**src/rtl/chromosome_serial_loader_pkg.sv**
```systemverilog
// Shared definitions for the chromosome serial link: loader states, framing
// constants and result stream geometry.
package chromosome_link_pkg;

    localparam int unsigned CHROM_BITS   = 992;
    localparam logic [7:0]  FRAME_HEADER = 8'h55;
    localparam int unsigned RESULT_BYTES = 32;
    localparam int unsigned RESULT_BITS  = RESULT_BYTES * 8;
    localparam int unsigned NUM_SUMS     = 8;
    localparam int unsigned SUM_BITS     = 32;

    typedef enum logic [2:0] {
        S_HEADER    = 3'd0,
        S_PAYLOAD   = 3'd1,
        S_START     = 3'd2,
        S_WAIT_DONE = 3'd3,
        S_TX        = 3'd4
    } state_t;

endpackage

```
**src/rtl/chromosome_serial_loader_if.sv**
```systemverilog
// Byte-stream link of the loader: strobed RX bytes in, valid/ready TX bytes out.
interface chromosome_serial_loader_if;

    logic [7:0] iRxData;
    logic       iRxValid;
    logic [7:0] oTxData;
    logic       oTxValid;
    logic       iTxReady;

    modport master (
        output iRxData,
        output iRxValid,
        output iTxReady,
        input  oTxData,
        input  oTxValid
    );

    modport slave (
        input  iRxData,
        input  iRxValid,
        input  iTxReady,
        output oTxData,
        output oTxValid
    );

endinterface

```
**src/rtl/chromosome_serial_loader_result_serializer.sv**
```systemverilog
// Holds the captured error sums and streams them out MSB byte first under
// valid/ready; oDone pulses with the acceptance of the final byte.
module result_serializer
    import chromosome_link_pkg::*;
(
    input  logic                   iClock,
    input  logic                   iReset,
    input  logic                   iLoad,
    input  logic [RESULT_BITS-1:0] iData,
    input  logic                   iTxReady,
    output logic [7:0]             oTxData,
    output logic                   oTxValid,
    output logic                   oDone
);

    localparam int unsigned      CNT_W     = $clog2(RESULT_BYTES);
    localparam logic [CNT_W-1:0] LAST_BYTE = CNT_W'(RESULT_BYTES - 1);

    logic [RESULT_BITS-1:0] shiftReg;
    logic [CNT_W-1:0]       byteCount;
    logic                   busy;
    logic                   accept;

    assign accept   = busy && iTxReady;
    assign oTxData  = shiftReg[RESULT_BITS-1 -: 8];
    assign oTxValid = busy;
    assign oDone    = accept && (byteCount == LAST_BYTE);

    always_ff @(posedge iClock) begin
        if (iReset) begin
            shiftReg  <= '0;
            byteCount <= '0;
            busy      <= 1'b0;
        end else if (iLoad) begin
            shiftReg  <= iData;
            byteCount <= '0;
            busy      <= 1'b1;
        end else if (accept) begin
            shiftReg  <= {shiftReg[RESULT_BITS-9:0], 8'h00};
            byteCount <= byteCount + 1'b1;
            if (byteCount == LAST_BYTE) begin
                busy <= 1'b0;
            end
        end
    end

endmodule

```
**src/rtl/chromosome_serial_loader.sv**
```systemverilog
// Serial front end of the evolution loop: receives a framed chromosome, commits
// it atomically, runs the processing handshake and streams back the error sums.
module chromosome_serial_loader #(
    parameter int unsigned CHROM_BITS     = chromosome_link_pkg::CHROM_BITS,
    parameter int unsigned TIMEOUT_CYCLES = 100000
) (
    input  logic                         iClock,
    input  logic                         iReset,
    chromosome_serial_loader_if.slave    link,
    output logic [CHROM_BITS-1:0]        oChromDescription,
    output logic                         oStartProcessing,
    input  logic                         iReadyToProcess,
    input  logic                         iDoneProcessing,
    output logic                         oDoneProcessingFeedback,
    input  logic [7:0][31:0]             iErrorSums,
    output logic [2:0]                   oState,
    output logic [7:0]                   oFrameErrors
);

    import chromosome_link_pkg::*;

    localparam int unsigned     CHROM_BYTES = CHROM_BITS / 8;
    localparam int unsigned     TO_W        = $clog2(TIMEOUT_CYCLES);
    localparam logic [6:0]      LAST_RX     = 7'(CHROM_BYTES - 1);
    localparam logic [TO_W-1:0] TO_LAST     = TO_W'(TIMEOUT_CYCLES - 1);

    state_t                 state;
    state_t                 stateNext;
    logic [CHROM_BITS-1:0]  shadow;
    logic [CHROM_BITS-1:0]  shadowShifted;
    logic [6:0]             rxCount;
    logic [TO_W-1:0]        idleCount;
    logic                   headerSeen;
    logic                   lastByte;
    logic                   timeout;
    logic                   loadResult;
    logic                   txDone;
    logic [RESULT_BITS-1:0] resultWord;

    assign shadowShifted = {shadow[CHROM_BITS-9:0], link.iRxData};
    assign oState        = state;

    // Result register order is {sum[0], ..., sum[7]} so sum[0] leaves first.
    always_comb begin
        resultWord = '0;
        for (int unsigned i = 0; i < NUM_SUMS; i++) begin
            resultWord[RESULT_BITS-1-SUM_BITS*i -: SUM_BITS] = iErrorSums[i];
        end
    end

    always_ff @(posedge iClock) begin
        if (iReset) begin
            state <= S_HEADER;
        end else begin
            state <= stateNext;
        end
    end

    always_comb begin
        stateNext               = state;
        oStartProcessing        = 1'b0;
        oDoneProcessingFeedback = 1'b0;
        headerSeen              = 1'b0;
        lastByte                = 1'b0;
        timeout                 = 1'b0;
        loadResult              = 1'b0;
        case (state)
            S_HEADER: begin
                if (link.iRxValid && (link.iRxData == FRAME_HEADER)) begin
                    headerSeen = 1'b1;
                    stateNext  = S_PAYLOAD;
                end
            end
            S_PAYLOAD: begin
                // A byte arriving on the timeout cycle takes priority.
                if (link.iRxValid) begin
                    if (rxCount == LAST_RX) begin
                        lastByte  = 1'b1;
                        stateNext = S_START;
                    end
                end else if (idleCount == TO_LAST) begin
                    timeout   = 1'b1;
                    stateNext = S_HEADER;
                end
            end
            S_START: begin
                oStartProcessing = 1'b1;
                if (iReadyToProcess) begin
                    stateNext = S_WAIT_DONE;
                end
            end
            S_WAIT_DONE: begin
                if (iDoneProcessing) begin
                    oDoneProcessingFeedback = 1'b1;
                    loadResult              = 1'b1;
                    stateNext               = S_TX;
                end
            end
            S_TX: begin
                if (txDone) begin
                    stateNext = S_HEADER;
                end
            end
            default: stateNext = S_HEADER;
        endcase
    end

    always_ff @(posedge iClock) begin
        if (iReset) begin
            shadow            <= '0;
            oChromDescription <= '0;
            rxCount           <= '0;
            idleCount         <= '0;
            oFrameErrors      <= '0;
        end else begin
            if (headerSeen) begin
                rxCount   <= '0;
                idleCount <= '0;
            end
            if (state == S_PAYLOAD) begin
                if (link.iRxValid) begin
                    shadow    <= shadowShifted;
                    rxCount   <= rxCount + 1'b1;
                    idleCount <= '0;
                    if (lastByte) begin
                        oChromDescription <= shadowShifted;
                    end
                end else if (timeout) begin
                    idleCount <= '0;
                    if (oFrameErrors != 8'hFF) begin
                        oFrameErrors <= oFrameErrors + 1'b1;
                    end
                end else begin
                    idleCount <= idleCount + 1'b1;
                end
            end
        end
    end

    result_serializer uSerializer (
        .iClock   (iClock),
        .iReset   (iReset),
        .iLoad    (loadResult),
        .iData    (resultWord),
        .iTxReady (link.iTxReady),
        .oTxData  (link.oTxData),
        .oTxValid (link.oTxValid),
        .oDone    (txDone)
    );

endmodule
```
**src/flat_wrapper.sv**
```systemverilog
// flat-port wrapper written by rule: the top's interface ports become plain ports
module chromosome_serial_loader_flat import chromosome_link_pkg::*;
#(
    parameter int unsigned CHROM_BITS     = chromosome_link_pkg::CHROM_BITS,
    parameter int unsigned TIMEOUT_CYCLES = 100000
)
  (iClock, iReset, oChromDescription, oStartProcessing, iReadyToProcess, iDoneProcessing, oDoneProcessingFeedback, iErrorSums, oState, oFrameErrors, link_iRxData, link_iRxValid, link_iTxReady, link_oTxData, link_oTxValid);
  chromosome_serial_loader_if link_i ();
  input  logic iClock;
  input  logic iReset;
  output logic [CHROM_BITS-1:0] oChromDescription;
  output logic oStartProcessing;
  input  logic iReadyToProcess;
  input  logic iDoneProcessing;
  output logic oDoneProcessingFeedback;
  input  logic [7:0][31:0] iErrorSums;
  output logic [2:0] oState;
  output logic [7:0] oFrameErrors;
  input wire logic [$bits(link_i.iRxData)-1:0] link_iRxData;
  input wire logic [$bits(link_i.iRxValid)-1:0] link_iRxValid;
  input wire logic [$bits(link_i.iTxReady)-1:0] link_iTxReady;
  output wire logic [$bits(link_i.oTxData)-1:0] link_oTxData;
  output wire logic [$bits(link_i.oTxValid)-1:0] link_oTxValid;
  assign link_i.iRxData = link_iRxData;
  assign link_i.iRxValid = link_iRxValid;
  assign link_i.iTxReady = link_iTxReady;
  assign link_oTxData = link_i.oTxData;
  assign link_oTxValid = link_i.oTxValid;
  chromosome_serial_loader #(.CHROM_BITS(CHROM_BITS), .TIMEOUT_CYCLES(TIMEOUT_CYCLES)) u_core (.iClock(iClock), .iReset(iReset), .link(link_i), .oChromDescription(oChromDescription), .oStartProcessing(oStartProcessing), .iReadyToProcess(iReadyToProcess), .iDoneProcessing(iDoneProcessing), .oDoneProcessingFeedback(oDoneProcessingFeedback), .iErrorSums(iErrorSums), .oState(oState), .oFrameErrors(oFrameErrors));
endmodule
```
**config.mk**
```make
export PLATFORM = sky130hd
export DESIGN_NAME = chromosome_serial_loader_flat
export DESIGN_NICKNAME = d
export VERILOG_FILES = /design/src/rtl/chromosome_serial_loader_pkg.sv /design/src/rtl/chromosome_serial_loader_if.sv /design/src/rtl/chromosome_serial_loader_result_serializer.sv /design/src/rtl/chromosome_serial_loader.sv /design/src/flat_wrapper.sv
export SDC_FILE = /design/constraint.sdc
export NUM_CORES = 2
export LEC_CHECK = 0
export ABC_AREA = 1
export CAP_MARGIN = 0
export CELL_PAD_IN_SITES_DETAIL_PLACEMENT = 0
export CELL_PAD_IN_SITES_GLOBAL_PLACEMENT = 1
export CORE_ASPECT_RATIO = 0.6
export CORE_MARGIN = 4
export CORE_UTILIZATION = 36
export CTS_CLUSTER_DIAMETER = 30
export DETAILED_ROUTE_END_ITERATION = 10
export GPL_ROUTABILITY_DRIVEN = 1
export HOLD_SLACK_MARGIN = 0.12
export PLACE_DENSITY = 0.74
export SETUP_SLACK_MARGIN = 0.2
export SLEW_MARGIN = 30
export SYNTH_ARGS = -nofsm -noshare
export SYNTH_HDL_FRONTEND = slang
export SYNTH_SLANG_ARGS = --single-unit
```
**constraint.sdc**
```tcl
create_clock -name iClock -period 1.6 [get_ports iClock]
set_input_delay 0.4 -clock iClock [delete_from_list [all_inputs] [get_ports iClock]]
set_output_delay 0.4 -clock iClock [all_outputs]
set_load 0.02 [all_outputs]
```
==> flow_metrics.py <==
metrics = {
    "power": {
        "vdd_drop_max_v": 0.000914,
        "p_leak_nw": 44.3,
        "total_power_w": 0.166,
        "powerDensity_mw_per_mm2": 1410,
    },
    "logic_synthesis": {
        "synth_xor_area_share_pct": 0.0331,
        "synth.ff_latch_count": 2273,
        "syn_inst": 9372,
        "synth-edff-count": 0,
        "synth-compound-area-share_pct": 22.5,
        "yosys.cell_types.count": 31,
        "synth_top_family_by_area": "compound AO/OA/AOI/OAI gates",
        "synthMuxAreaShare_pct": 0,
        "synthesis.area_mm2": 0.0794,
        "synth-simple-area-share_pct": 12.2,
        "yosysWarnings": 0,
        "synth_fa_ha_area_share_pct": 0.0788,
        "ys_seq_area_share_pct": 57.3,
        "ys.flop_type": "dfxtp_1",
        "synthesis.nets": 9647,
        "postSynthAreaPerCell_um2": 8.47,
        "async_flop_share_pct": 0,
    },
    "clocking": {
        "tritoncts": "done",
        "numCtsBuffers": 359,
        "h-tree-depth": 5,
        "clk_pin_slew_worst_paths_ns": 0.06,
        "cts_root_buf": "clkbuf_16",
        "clkLatencyLatePin_ns": 0.85,
        "clockBufferDepth": 4,
        "cts_num_sinks": 2273,
    },
    "layout": {
        "num-fill-cells": 19500,
        "regArea_mm2": 0.0470,
        "fin_util_pct": 53.8,
        "design_area_mm2": 0.118,
        "final_common_cell": "nor2_1",
        "layout.nets": 11300,
        "drive_above_1_share_pct": 29.9,
        "final_cell_mix": "nor2_1, dfxtp_1, o21ai_0",
        "area_delta_synth_final_pct": 48.5,
        "multi_input_area_mm2": 0.0281,
    },
    "floorplan": {
        "dieHeight_um": 372,
        "core_area_mm2": 0.219,
        "rows": 133,
        "io_pins": 1284,
        "initial_core_util_pct": 36.2,
        "die_area_mm2": 0.228,
        "die_width_um": 614,
    },
    "detailed_routing": {
        "met3_length_um": 16400,
        "wl_per_cell_um": 21.2,
        "drt_first_iter_violations": 5655,
        "wl_met1_um": 136000,
        "ant_nets": 0,
        "via_per_inst": 5.12,
        "drt_wl_total_um": 302000,
        "first_pass_iters": 6,
        "vias": 72900,
        "drc_errors": 0,
        "dr.max_layer_used": "met4",
        "wl_met2_um": 136000,
    },
    "min_path": {
        "holdPathEnd": "u_core.uSerializer.shiftReg[248]",
        "hold_depth": 3,
        "hp-start": "iErrorSums[24]",
        "hp-class": "in2reg",
    },
    "timing": {
        "drv_slew": 0,
        "finalHoldWorstSlack_ns": 0.181,
        "finClkSkew_ns": 0.0461,
        "finalHoldViolCount": 0,
        "rsz0062_at_grt": "yes",
        "relSlewSlack_pct": 48.0,
        "fin_crit_ns": 2.27,
        "setup_slack_ns": -0.673,
        "fmax_ghz": 0.440,
        "finalSetupViolCount": 3200,
        "tightestPinTransition_ns": 0.780,
        "min_period_over_period_pct": 142,
    },
    "critical_path": {
        "reg2reg_to": "u_core.oChromDescription[531]",
        "crit_arrival_ns": 1.87,
        "max_stage_delay_ns": 0.34,
        "crit_type": "reg2out",
        "cp.required_ns": 1.20,
        "cp.buffers_inverters": 5,
        "crit_path_end_kind": "primary output",
        "timing.rr.start": "u_core.oState[0]",
        "r2r_slack_ns": -0.38,
        "r2r_cells": 12,
        "path_max_fanout": 2,
        "path_delay_family": "buffers and inverters",
        "crit_path_top_delay_cell": "dfxtp_4",
        "path_cells": "buf_6 -> nand2_4 -> nor2_4 -> buf_6 -> nand2_8 -> inv_12 -> buf_12 -> buf_12",
        "start_kind": "register",
    },
    "placement": {
        "dp_hpwl_um": 212000,
        "dp_slack_ns": -0.831,
        "placed_cell_area_mm2": 0.0984,
        "place_congestion": 0.920,
        "port_buffers": 1283,
    },
    "global_routing": {
        "grt_pass1_vias": 68700,
        "grt_max_degree": 124,
        "antenna_found_initial": 7,
        "grt_pass1_wl_um": 436000,
        "track_usage_pct": 24.4,
        "grt.overflow.total": 0,
    },
    "run_status": {
        "violations": "setup timing",
        "status": "finished, violations left",
    },
    "job": {
        "maxCapViolations": 0,
    },
}
==> worst max-delay path by stage <==
stage	from	to	slack [ns]	depth (start not counted)
2_1_floorplan	u_core.oState[0]	u_core.oChromDescription[576]	0.04	10
3_3_place_gp	link_iRxData[2]	u_core.idleCount[15]	-0.83	10
3_5_place_dp	link_iRxData[2]	u_core.idleCount[14]	-0.83	11
4_1_cts	u_core.oState[0]	oDoneProcessingFeedback	-0.79	8
5_1_grt	u_core.oState[1]	oDoneProcessingFeedback	-0.76	8
6_report	u_core.oState[0]	oDoneProcessingFeedback	-0.67	8
==> tightest hold or removal path, stage by stage <==
cell	delay, ns
clkdlybuf4s50_1	0.41
nand2_1	0.07
a31oi_1	0.07
==> layer usage <==
metal / up-vias / global-route usage [%]
li1: 35300 / -
met1: 35000 / 33.1
met2: 2080 / 38.2
met3: 550 / 4.33
met4: 0 / 10.4
met5: - / 0
==> synthesized netlist by cell type (31+ instances only) <==
| master | number | area (um2) |
|---|---|---|
| inv_1 | 706 | 2650 |
| buf_2 | 323 | 1620 |
| a211oi_1 | 808 | 6070 |
| clkbuf_1 | 443 | 1660 |
| nand3_1 | 277 | 1390 |
| a21oi_1 | 864 | 4320 |
| a31oi_1 | 249 | 1560 |
| nand2_1 | 613 | 2300 |
| dfxtp_1 | 2273 | 45500 |
| o21ai_0 | 1176 | 5890 |
| buf_4 | 31 | 233 |
| nor2_1 | 1551 | 5820 |
==> timing repair <==
action                                   CTS  global route
hold endpoints to repair                 215             0
pin swaps                                  2             8
gates resized for setup                 5495          1535
endpoints found under the setup margin  3281          3286
hold buffers                             120             0
cloned                                     0            39
setup buffers                             86            72
==> cell type report <==
type	instances	area share, %
Antenna cell	6	0.0127
Clock buffer	443	8.43
Clock inverter	217	2.41
Inverter	711	2.34
Multi-Input combinational cell	5580	23.8
Sequential cell	2273	39.9
Tap cell	2902	3.08
Timing Repair Buffer	2110	20.0
Timing Repair inverter	2	0.0393
==> kinds of logic after synthesis <==
group | Yosys count
AO/OA/AOI/OAI | 3100
AND/OR/NAND/NOR | 2472
flip-flops | 2273
buffers and inverters | 1519
adder cells (fa/ha/maj) | 5
XOR/XNOR | 3
==> where the power goes <==
group	internal, W	switching, W
combinational	0.00736	0.0128
sequential	0.0616	0.00303
clock	0.0518	0.0295
==> sequential cells by signal, indices dropped and copies added, names as in the netlist <==
name                          flops
u_core.uSerializer.shiftReg     256
u_core.rxCount                    7
u_core.oState                     3
u_core.uSerializer.oTxValid       1
u_core.idleCount                 17
u_core.oFrameErrors               8
u_core.oChromDescription        992
u_core.shadow                   984
u_core.uSerializer.byteCount      5
==> metrics by stage <==
stage               cells  setup TNS [ns]
floorplan            9372               0
global placement    13300        -1081.13
detailed placement  13300        -1107.61
CTS                 14100         -923.61
global route        14200         -789.61
finish              14200         -507.48
Note: power is estimated with default switching activity, not from simulation.
